[src/rtl/mips_exec_stage_if.sv]
// Operand/result bundle for the MIPS-lite execute stage.
// Inputs:  en (capture enable), aluop1/aluop0 (main-control ALU op), funct[3:0],
//          a/b (ALU operands), pc (program counter), imm16 (instruction bits [15:0]).
// Outputs: result, zero, gout, balrz, pc_plus4, branch_target (all registered).
interface mips_exec_stage_if;
  localparam int unsigned DATA_W  = 32;
  localparam int unsigned FUNCT_W = 4;
  localparam int unsigned IMM_W   = 16;
  localparam int unsigned GOUT_W  = 3;

  logic                 en;
  logic                 aluop1;
  logic                 aluop0;
  logic [FUNCT_W-1:0]   funct;
  logic [DATA_W-1:0]    a;
  logic [DATA_W-1:0]    b;
  logic [DATA_W-1:0]    pc;
  logic [IMM_W-1:0]     imm16;

  logic [DATA_W-1:0]    result;
  logic                 zero;
  logic [GOUT_W-1:0]    gout;
  logic                 balrz;
  logic [DATA_W-1:0]    pc_plus4;
  logic [DATA_W-1:0]    branch_target;

  // Side that supplies operands and consumes results
  modport master (
    output en, aluop1, aluop0, funct, a, b, pc, imm16,
    input  result, zero, gout, balrz, pc_plus4, branch_target
  );

  // Execute stage itself
  modport slave (
    input  en, aluop1, aluop0, funct, a, b, pc, imm16,
    output result, zero, gout, balrz, pc_plus4, branch_target
  );
endinterface

[src/rtl/mips_exec_stage.sv]
// Execute-stage datapath slice: ALU-control decode, 32-bit ALU with zero flag,
// PC+4 incrementer and branch-target adder, all captured in one output register.
// Ports: clk, reset (synchronous, active-high), bus (mips_exec_stage_if.slave).
module mips_exec_stage (
  input  logic               clk,
  input  logic               reset,
  mips_exec_stage_if.slave   bus
);
  localparam int unsigned DATA_W = 32;
  localparam int unsigned GOUT_W = 3;

  localparam logic [GOUT_W-1:0] G_AND = 3'b000;
  localparam logic [GOUT_W-1:0] G_OR  = 3'b001;
  localparam logic [GOUT_W-1:0] G_ADD = 3'b010;
  localparam logic [GOUT_W-1:0] G_SUB = 3'b110;
  localparam logic [GOUT_W-1:0] G_SLT = 3'b111;

  logic [GOUT_W-1:0] gout_c;
  logic              balrz_c;
  logic [DATA_W-1:0] alu_c;
  logic [DATA_W-1:0] pc_plus4_c;
  logic [DATA_W-1:0] branch_target_c;

  // ALU-control decode; aluop1 alone selects R-type decode
  always_comb begin
    gout_c  = G_ADD;
    balrz_c = 1'b0;
    if (bus.aluop1) begin
      case (bus.funct)
        4'b0000: gout_c = G_ADD;
        4'b0010: gout_c = G_SUB;
        4'b0100: gout_c = G_AND;
        4'b0101: gout_c = G_OR;
        4'b1010: gout_c = G_SLT;
        4'b0110: begin
          gout_c  = G_SUB;
          balrz_c = 1'b1;
        end
        default: gout_c = G_ADD;
      endcase
    end else if (bus.aluop0) begin
      gout_c = G_SUB;
    end
  end

  // ALU; unused codes yield zero
  always_comb begin
    alu_c = '0;
    case (gout_c)
      G_AND:   alu_c = bus.a & bus.b;
      G_OR:    alu_c = bus.a | bus.b;
      G_ADD:   alu_c = bus.a + bus.b;
      G_SUB:   alu_c = bus.a - bus.b;
      G_SLT:   alu_c = DATA_W'($signed(bus.a) < $signed(bus.b));
      default: alu_c = '0;
    endcase
  end

  // PC incrementer and branch-target adder (word offset, sign-extended)
  always_comb begin
    pc_plus4_c      = bus.pc + DATA_W'(4);
    branch_target_c = pc_plus4_c + {{14{bus.imm16[15]}}, bus.imm16, 2'b00};
  end

  // Output register stage; reset overrides enable
  always_ff @(posedge clk) begin
    if (reset) begin
      bus.result        <= '0;
      bus.zero          <= 1'b0;
      bus.gout          <= '0;
      bus.balrz         <= 1'b0;
      bus.pc_plus4      <= '0;
      bus.branch_target <= '0;
    end else if (bus.en) begin
      bus.result        <= alu_c;
      bus.zero          <= (alu_c == '0);
      bus.gout          <= gout_c;
      bus.balrz         <= balrz_c;
      bus.pc_plus4      <= pc_plus4_c;
      bus.branch_target <= branch_target_c;
    end
  end
endmodule

[src/flat_wrapper.sv]
// flat-port wrapper written by rule: the top's interface ports become plain ports
module mips_exec_stage_flat 
  (clk, reset, bus_en, bus_aluop1, bus_aluop0, bus_funct, bus_a, bus_b, bus_pc, bus_imm16, bus_result, bus_zero, bus_gout, bus_balrz, bus_pc_plus4, bus_branch_target);
  mips_exec_stage_if bus_i ();
  input  logic clk;
  input  logic reset;
  input wire logic [$bits(bus_i.en)-1:0] bus_en;
  input wire logic [$bits(bus_i.aluop1)-1:0] bus_aluop1;
  input wire logic [$bits(bus_i.aluop0)-1:0] bus_aluop0;
  input wire logic [$bits(bus_i.funct)-1:0] bus_funct;
  input wire logic [$bits(bus_i.a)-1:0] bus_a;
  input wire logic [$bits(bus_i.b)-1:0] bus_b;
  input wire logic [$bits(bus_i.pc)-1:0] bus_pc;
  input wire logic [$bits(bus_i.imm16)-1:0] bus_imm16;
  output wire logic [$bits(bus_i.result)-1:0] bus_result;
  output wire logic [$bits(bus_i.zero)-1:0] bus_zero;
  output wire logic [$bits(bus_i.gout)-1:0] bus_gout;
  output wire logic [$bits(bus_i.balrz)-1:0] bus_balrz;
  output wire logic [$bits(bus_i.pc_plus4)-1:0] bus_pc_plus4;
  output wire logic [$bits(bus_i.branch_target)-1:0] bus_branch_target;
  assign bus_i.en = bus_en;
  assign bus_i.aluop1 = bus_aluop1;
  assign bus_i.aluop0 = bus_aluop0;
  assign bus_i.funct = bus_funct;
  assign bus_i.a = bus_a;
  assign bus_i.b = bus_b;
  assign bus_i.pc = bus_pc;
  assign bus_i.imm16 = bus_imm16;
  assign bus_result = bus_i.result;
  assign bus_zero = bus_i.zero;
  assign bus_gout = bus_i.gout;
  assign bus_balrz = bus_i.balrz;
  assign bus_pc_plus4 = bus_i.pc_plus4;
  assign bus_branch_target = bus_i.branch_target;
  mips_exec_stage u_core (.clk(clk), .reset(reset), .bus(bus_i));
endmodule
[config.mk]
export PLATFORM = sky130hd
export DESIGN_NAME = mips_exec_stage_flat
export DESIGN_NICKNAME = d
export VERILOG_FILES = /design/src/rtl/mips_exec_stage_if.sv /design/src/rtl/mips_exec_stage.sv /design/src/flat_wrapper.sv
export SDC_FILE = /design/constraint.sdc
export NUM_CORES = 1
export LEC_CHECK = 0
export BUFFER_PORTS_ARGS = -buffer_cell sky130_fd_sc_hd__clkbuf_2
export CORE_MARGIN = 2
export CORE_UTILIZATION = 61
export CTS_CLUSTER_SIZE = 30
export DETAILED_ROUTE_END_ITERATION = 16
export MAX_ROUTING_LAYER = met4
export PLACE_DENSITY = 0.88
export SETUP_SLACK_MARGIN = 0.5
export SLEW_MARGIN = 20
export SYNTH_ARGS = -nofsm -noshare
export SYNTH_HDL_FRONTEND = slang
export SYNTH_SLANG_ARGS = --single-unit
export TNS_END_PERCENT = 1
[constraint.sdc]
create_clock -name clk -period 6.5 [get_ports clk]
set_input_delay 0.975 -clock clk [delete_from_list [all_inputs] [get_ports clk]]
set_output_delay 0.975 -clock clk [all_outputs]
set_load 0.1 [all_outputs]
## Word-level counts from Yosys, hierarchy flattened

Cells that the tools add are included.

- Flip-flop bits (word level): 101
- Input bits: 121
- Word-level logic and storage cells: 31

- Add/sub/neg operators: 4
- Magnitude comparators: 1
- Eq/ne operators: 9
- Multiplexer cells: 6
- Bitwise logic cells: 2
- Reduce and logical (&&, ||, !) cells: 3

Operator list:

| cell | count |
|---|---|
| one-hot mux 32 bit (5 select lines) | 1 |
| adder 32 bit | 2 |
| adder 32 x 3 -> 32 bit (second input constant) | 1 |
| bitwise AND 32 bit | 1 |
| logical NOT 32 bit | 1 |
| less-than comparator 32 bit | 1 |
| OR 32 bit | 1 |
| subtractor 32 bit | 1 |
| equality test 4 x 3 -> 1 bit (second input constant) | 3 |
| one-hot mux 3 bit (4 select lines) | 1 |
| equality test 3 bit (second input constant) | 2 |
| two-way mux 3 bit | 2 |
| equality test 4 x 2 -> 1 bit (second input constant) | 1 |
| equality test 4 bit (second input constant) | 1 |
| equality test 3 x 1 -> 1 bit (second input constant) | 1 |
| equality test 3 x 2 -> 1 bit (second input constant) | 1 |
| logical NOT 3 bit | 1 |
| two-way mux 1 bit | 2 |
| OR reduction 2 bit | 1 |

## Longest topological paths before layout

Gate-level depths: netlist of run 1.

- Depth in word-level cells: 7
- Depth in mapped cells: 20

## Worst setup path after synthesis of run 1

OpenSTA, ideal clock, no wires.

- Path type: in2reg
- From: in bus_pc[2]
- To: reg u_core.bus.branch_target[30]
- Data arrival time: 4163 ps
- Setup slack: 2209 ps
- Cell stages on the path: 19
- Cell sequence: ha_1 -> nand3_1 -> nor2_1 -> nand2_1 -> nor2_1 -> and2_1 -> xor2_1 -> ha_1 -> nand2_1 -> nor2_1 -> nand2_1 -> o311ai_0 -> a221oi_1 -> a31oi_1 -> a21o_1 -> a21oi_1 -> xnor2_1 -> mux2i_1 -> nor2_1

- Cells in the longest elaborated chain, start to end: 2

RTL lines:

| what | RTL line | source |
|---|---|---|
| start, declared | flat_wrapper.sv:13 | `input wire logic [$bits(bus_i.pc)-1:0] bus_pc;` |
| adder 32 x 3 -> 32 bit | mips_exec_stage.sv:61 | `pc_plus4_c = bus.pc + DATA_W'(4);` |
| named net u_core.pc_plus4_c[16] | mips_exec_stage.sv:21 | `logic [DATA_W-1:0] pc_plus4_c;` |
| adder 32 bit | mips_exec_stage.sv:62 | `branch_target_c = pc_plus4_c + {{14{bus.imm16[15]}}, bus.imm16, 2'b00};` |
| end signal, assigned | mips_exec_stage.sv:80 | `bus.branch_target <= branch_target_c;` |
| end, declared | mips_exec_stage_if.sv:36 | `output result, zero, gout, balrz, pc_plus4, branch_target` |

The timed path passes the listed nets, and every way through them passes these cells.
A chain may end at the register's enable or synchronous reset.

## Worst setup path after layout of run 1

Ends and elaborated chain as after synthesis.

==> results of run 1 <==
## cell usage after synthesis (all sizes together), types with 7 or more instances
master / count
mux2i: 49
nor4: 15
a22oi: 7
a2111oi: 7
dfxtp: 99
o221ai: 8
nand2b: 9
o31ai: 18
o211ai: 16
xor2: 24
o21ai: 61
inv: 133
a21oi: 109
a211oi: 38
ha: 129
o22ai: 13
o21bai: 19
clkbuf: 53
and3: 16
nand3: 24
nand2: 88
a31oi: 12
nor2b: 15
a221oi: 11
buf: 22
nor3: 49
o21a: 13
xnor2: 34
and2: 7
or3: 7
a221o: 9
nor2: 201
a21o: 29
nand4: 12
## logic make-up (layout without fill, tap and decap cells)
family / after synthesis / count (layout)
AND/OR/NAND/NOR: 462 / 462
AO/OA/AOI/OAI: 429 / 429
buffers and inverters: 208 / 380
adder cells (fa/ha/maj): 132 / 132
flip-flops: 99 / 99
XOR/XNOR: 58 / 58
multiplexers: 49 / 49
other: 0 / 1
## power breakdown
part	internal, W	switching (W)
combinational	0.000360	0.000966
clock	0.000303	0.000258
sequential	0.000663	0.0000370
## layout make-up
cell class | count | area, µm²
diodes | 1 | 2.50
clock buffers | 10 | 229
clock inverters | 6 | 71.3
fillers | 1449 | 5070
inverters | 133 | 499
multi-input cells | 1130 | 7800
flip-flops and latches | 99 | 1980
well taps | 225 | 282
repair buffers | 231 | 1180
## sequential cells by signal (all words and copies together), names as in the netlist
signal                    cells
u_core.bus.pc_plus4          30
u_core.bus.zero               1
u_core.bus.balrz              1
u_core.bus.result            32
u_core.bus.branch_target     32
u_core.bus.gout               3
## how the worst max path moves through the flow
stage | from | slack (ns) | to
2_1_floorplan | bus_pc[2] | 2.21 | u_core.bus.branch_target[30]
3_3_place_gp | bus_funct[0] | 1.69 | u_core.bus.zero
3_5_place_dp | bus_pc[2] | 1.53 | u_core.bus.branch_target[30]
4_1_cts | bus_pc[2] | 1.83 | u_core.bus.branch_target[30]
5_1_grt | bus_pc[2] | 1.43 | u_core.bus.branch_target[30]
6_report | bus_pc[2] | 1.74 | u_core.bus.branch_target[30]
## tightest hold or removal path: stages (launching register included)
cell and delay, ns:
dfxtp_1 0.32, nand2_1 0.06, a21oi_1 0.05
## routing by layer
metal | GRT usage (%) | share of wire, % | up-vias
li1 | - | - | 5473
met1 | 46.4 | 41 | 5318
met2 | 58.6 | 46 | 624
met3 | 5.69 | 9.2 | 117
met4 | 16.4 | 4.2 | 0
met5 | - | 0 | -
## through the flow
step	cell area (µm²)	std cells	utilization (%)	hold WS, ns	power [W]
floorplan	10600	1437	-	0.878	0.00171
global placement	11700	1818	68.6	0.454	0.00199
detailed placement	11700	1818	68.6	0.462	0.00200
CTS	12000	1834	70.4	0.472	0.00257
global route	12000	1835	70.4	0.500	0.00270
finish	12000	1835	70.4	0.474	0.00259
==> impl_metrics.env, run 1 <==
export IMPL_worstPathCellList="clkbuf_2 -> and3_1 -> nand3_1 -> nor3_1 -> and3_1 -> xor2_1 -> ha_1 -> a21o_1 -> a21o_1 -> a21o_1 -> a21oi_1 -> nor2_1 -> a221oi_1 -> a31oi_1 -> a21o_1 -> a21oi_1 -> xnor2_1 -> mux2i_1 -> nor2_1"
export IMPL_power_leakage_nw=5.89
export IMPL_synth_async_reset_ratio_pct=0
export IMPL_rr_worst_depth=2
export IMPL_detail_route_antenna_nets=0
export IMPL_r2r_start="u_core.bus.result[18]"
export IMPL_cellPowerDensity_mw_per_mm2=215
export IMPL_crit_path_start_kind="input port"
export IMPL_worst_path_buf_inv=1
export IMPL_peakVddDrop_uv=184
export IMPL_clock_fmax_ghz=0.210
export IMPL_cts_resized_gates=0
export IMPL_clk_pin_slew_ns=0.07
export IMPL_die_w_um=136
export IMPL_io_pins=222
export IMPL_crit_required_ns=6.70
export IMPL_syn_to_final_growth_pct=13.8
export IMPL_cts_buffer_depth=2
export IMPL_rsz0062_at_grt="false"
export IMPL_cts_sinks=99
export IMPL_min_period_ns=4.76
export IMPL_crit_path_max_incr_delay_ns=0.52
export IMPL_hold_buffers=0
export IMPL_synth_cells=1437
export IMPL_hold_path_class="reg -> reg"
export IMPL_fin_skew_ns=0
export IMPL_syn_nets=1690
export IMPL_cpMaxStageDelayCell="nor3_1"
export IMPL_muxShareOfSynthArea_pct=4.63
export IMPL_drt_iter0_markers=1168
export IMPL_fin_nets=1857
export IMPL_worst_pin_slew_ns=1.05
export IMPL_slew_violations=0
export IMPL_cp_top_family="compound AO/OA/AOI/OAI gates"
export IMPL_worstHoldStart="u_core.bus.pc_plus4[29]"
export IMPL_cpMostUsedCell="a21o_1"
export IMPL_antenna_found_initial=1
export IMPL_first_pass_iters=6
export IMPL_track_usage_pct=36.9
export IMPL_finalSetupViolCount=0
export IMPL_grt_pass1_vias=10687
export IMPL_critical_path_peak_fanout=6
export IMPL_grt_ovfl_total=0
export IMPL_final_setup_tns_ns=0
export IMPL_via_count=11532
export IMPL_final_cell_mix="clkbuf_2, nor2_1, inv_1"
export IMPL_synth_ff_type="dfxtp_1"
export IMPL_cap_violations=0
export IMPL_root_buffer="clkbuf_16"
export IMPL_arrival_ns=4.96
export IMPL_cts_tree="yes"
export IMPL_clock_latency_ns=0.35
export IMPL_status="complete, no violations"
export IMPL_worst_setup_path_type="in -> reg"
export IMPL_synth_top_family_by_area="compound AO/OA/AOI/OAI gates"
export IMPL_synth_compound_area_share_pct=28.0
export IMPL_final_common_cell="clkbuf_2"
export IMPL_endpoint_kind="flop"
export IMPL_dp_hpwl_um=26000
export IMPL_routabilityCongestion=1.01
export IMPL_synthAdderAreaFrac_pct=15.8
export IMPL_rrSetupSlack_ns=5.65
export IMPL_die_area_mm2=0.0184
export IMPL_port_buffers=221
export IMPL_finalCritPeriodShare_pct=73.3
export IMPL_remaining_drc_errors=0
export IMPL_timing_final_ws_setup_ns=1.74
export IMPL_numCtsBuffers=9
export IMPL_synth_edff_count=0
export IMPL_rows=48
export IMPL_slew_limit_headroom_pct=30.2
export IMPL_yosys_top_cells_area="dfxtp_1, ha_1, nor2_1"
export IMPL_grt_max_degree=94
export IMPL_post_cts_setup_buffers=0
export IMPL_yosys_area_top_type_share_pct=18.7
export IMPL_synth_area_leader_cell="dfxtp_1"
export IMPL_synth_avg_cell_area_um2=7.37
export IMPL_yosys_area_share_simple_pct=20.2
export IMPL_hold_depth=2
export IMPL_drive_gt1_share_pct=17.0
export IMPL_synth_xor_area_share_pct=4.80
export IMPL_die_height_um=136
export IMPL_synth_area_mm2=0.0106
export IMPL_avgRoutedWirePerCell_um=18.5
export IMPL_start_util_pct=61.9
export IMPL_crit_cells=19
export IMPL_core_area_mm2=0.0171
export IMPL_yosys_warnings=0
export IMPL_dp_slack_ns=1.53
export IMPL_synth_distinct_cells=87
export IMPL_wirelength_um=33900
export IMPL_seq_area_frac_synth_pct=18.7
export IMPL_holdPathEnd="u_core.bus.pc_plus4[29]"
export IMPL_htreeDepth=3
export IMPL_synth_seq_cells=99
export IMPL_grt_pass1_wl_um=53500
export IMPL_vias_per_cell=6.28
export IMPL_finalHoldViolCount=0
export IMPL_r2r_end="u_core.bus.result[18]"
No activity file was read; power rests on OpenSTA's default activity.
==> run 2, diff against run 1 <==
Settings changed: ABC_AREA set to 1, CORE_UTILIZATION 61 to 58, PLACE_DENSITY 0.88 to 0.83.
Clock period 6.5 ns to 4.9 ns, I/O delays scaled along.
==> run 2 against run 1 <==
Net effect:
- wire length is 27% higher
- global-route usage is 1.8 points higher
- count of clock-buffer cells in the layout decreased by 1
- sequential power grew 31%
- sequential share of layout area decreased by 2.1 points
- die area grew 21%
- design area rose by 15%
- clock power grew 34%
- total power is 36% higher
- combinational power grew 38%
- clock skew did not move
- via count rose by 25%
- critical path type unchanged
- largest cell class unchanged
- largest power group unchanged
==> impl_metrics.env, run 2 <==
export IMPL_rsz0062_at_grt="true"
export IMPL_synth_cells=2153
export IMPL_fillers=2003
export IMPL_clk_pin_slew_ns=0.08
export IMPL_hold_buffers=0
export IMPL_remaining_drc_errors=0
export IMPL_crit_required_ns=5.21
export IMPL_seq_area_mm2=0.00198
export IMPL_yosys_cell_count_top_type="nand2_1"
export IMPL_min_period_ns=4.06
export IMPL_slew_violations=0
export IMPL_root_buffer="clkbuf_16"
export IMPL_final_setup_tns_ns=0
export IMPL_endpoint_kind="flop"
export IMPL_vias_per_cell=5.52
export IMPL_arrival_ns=4.37
export IMPL_routabilityCongestion=1.06
export IMPL_cpMaxStageDelayCell="ha_1"
export IMPL_grt_pass1_wl_um=66400
export IMPL_synthTopCellsByCount="nand2_1, inv_1, nor2_1"
export IMPL_rrSetupSlack_ns=4.13
export IMPL_multi_input_area_mm2=0.00840
export IMPL_met3_usage_pct=5.61
export IMPL_grt_busiest_layer="met2"
export IMPL_hold_path_class="reg -> reg"
export IMPL_synth_distinct_cells=48
export IMPL_finalCritPeriodShare_pct=82.8
export IMPL_first_pass_iters=8
export IMPL_final_core_util_pct=66.1
export IMPL_drt_iter0_markers=1327
export IMPL_start_util_pct=58.7
export IMPL_htreeDepth=3
export IMPL_synth_ff_type="dfxtp_1"
export IMPL_grt_pass1_vias=13153
export IMPL_p_int_w=0.00168
export IMPL_wirelength_um=43100
export IMPL_grt_ovfl_total=0
export IMPL_synth_area_leader_cell="dfxtp_1"
export IMPL_rows=53
export IMPL_numCtsBuffers=9
export IMPL_yosys_top_cells_area="dfxtp_1, nand2_1, ha_1"
export IMPL_slew_limit_headroom_pct=29.9
export IMPL_die_area_mm2=0.0223
export IMPL_finalSetupViolCount=0
export IMPL_crit_path_max_incr_delay_ns=0.38
export IMPL_seq_area_frac_synth_pct=16.2
export IMPL_fin_nets=2580
export IMPL_clock_latency_ns=0.37
export IMPL_final_common_cell="nand2_1"
export IMPL_crit_path_start_kind="input port"
export IMPL_die_w_um=149
export IMPL_syn_nets=2406
export IMPL_finalHoldViolCount=0
export IMPL_cts_sinks=99
export IMPL_detail_route_antenna_nets=0
export IMPL_io_pins=222
export IMPL_antenna_found_initial=0
export IMPL_grt_max_degree=85
export IMPL_synth_edff_count=0
export IMPL_cellPowerDensity_mw_per_mm2=254
export IMPL_critical_path_peak_fanout=5
export IMPL_cts_tree="yes"
export IMPL_dp_hpwl_um=35500
export IMPL_track_usage_pct=38.7
export IMPL_synth_area_mm2=0.0123
export IMPL_status="complete, no violations"
export IMPL_worst_setup_path_type="in -> reg"
export IMPL_synth_async_reset_ratio_pct=0
export IMPL_synth_seq_cells=99
export IMPL_avgRoutedWirePerCell_um=16.5
export IMPL_die_height_um=149
export IMPL_p_sw_share_pct=52.0
export IMPL_port_buffers=221
export IMPL_comb_power_share_pct=52.4
export IMPL_clock_fmax_ghz=0.246
export IMPL_pwr_share_seq_pct=26.2
export IMPL_cap_violations=0
export IMPL_via_count=14409
export IMPL_power_leakage_nw=8.09
export IMPL_final_cell_mix="nand2_1, inv_1, nor2_1"
export IMPL_p_sw_w=0.00183
export IMPL_peakVddDrop_uv=190
export IMPL_grtUsageMet2_pct=62.2
export IMPL_synth_avg_cell_area_um2=5.70
export IMPL_worst_pin_slew_ns=1.05
export IMPL_fin_skew_ns=0
export IMPL_yosys_area_top_type_share_pct=16.2
export IMPL_clock_power_share_pct=21.4
export IMPL_grt_met1_usage_pct=48.6
export IMPL_top_regs="u_core.bus.branch_target (32), u_core.bus.result (32), u_core.bus.pc_plus4 (30)"
export IMPL_syn_to_final_growth_pct=12.5
export IMPL_core_area_mm2=0.0209
export IMPL_yosys_warnings=0
export IMPL_cts_buffer_depth=2
export IMPL_drive_gt1_share_pct=12.3
[run 2: per-layer routing]
metal / wire (µm) / share of wire [%]
met2: 19500 / 45
met4: 1920 / 4.5
met3: 3540 / 8.2
met1: 18100 / 42
met5: 0 / 0
[run 2: final timing paths]
check                                       startpoint                      endpoint  cells after the start
worst min-delay path                   u_core.bus.zero               u_core.bus.zero                      2
worst max register to register  u_core.bus.pc_plus4[5]        u_core.bus.pc_plus4[5]                      4
worst min register to register         u_core.bus.zero               u_core.bus.zero                      2
worst max-delay path                         bus_pc[2]  u_core.bus.branch_target[31]                     26
[run 2: worst max-delay path: cells and delay by family]
family                     cells  cell delay, ns
xor gates and xnor gates       1            0.20
adders and majority gates      2            0.63
AOI/OAI and AO/OA              1            0.10
and+or+nand+nor               18            2.36
buffers and inverters          4            0.33
[run 2: cells by family after synthesis]
kind of cell,Yosys count,share of synthesized area (%)
DFF,99,16.2
AOI/OAI and AO/OA,313,14.2
and+or+nand+nor,1072,37.2
adders and majority gates,132,13.6
buffers and inverters,491,15.5
xor gates and xnor gates,46,3.28
[run 2: repair_timing]
item,4_1_cts,5_1_grt
setup buffers,0,0
endpoints found under the setup margin,0,3
gates resized for setup,0,2
[run 2: power groups by stage]
| stage | combinational [W] | sequential, W | clock (W) |
|---|---|---|---|
| after CTS | 0.00181 | 0.000918 | 0.000755 |
| after floorplan | 0.000849 | 0.00144 | 0 |
| after detailed placement | 0.00180 | 0.000936 | 0 |
| after global routing | 0.00198 | 0.000925 | 0.000787 |
| after global placement | 0.00178 | 0.000933 | 0 |
| final | 0.00184 | 0.000919 | 0.000752 |
[run 2: area by class of cell]
type,instances,share of cell area [%]
diodes,1,0.0181
clock buffers,9,1.63
clock inverters,7,0.662
inverters,425,11.6
multi-input cells,1563,60.8
flip-flops and latches,99,14.4
well taps,275,2.49
repair buffers,229,8.46
[run 2: stage by stage]
stage	cells	cell area (µm²)	setup slack [ns]	power [W]	hold WS, ns
after global placement	2591	13500	0.560	0.00271	0.461
after CTS	2607	13800	0.710	0.00348	0.491
after floorplan	2153	12300	1.10	0.00229	0.829
after global routing	2607	13800	0.493	0.00369	0.508
final	2608	13800	0.841	0.00351	0.494
after detailed placement	2591	13500	0.350	0.00274	0.474
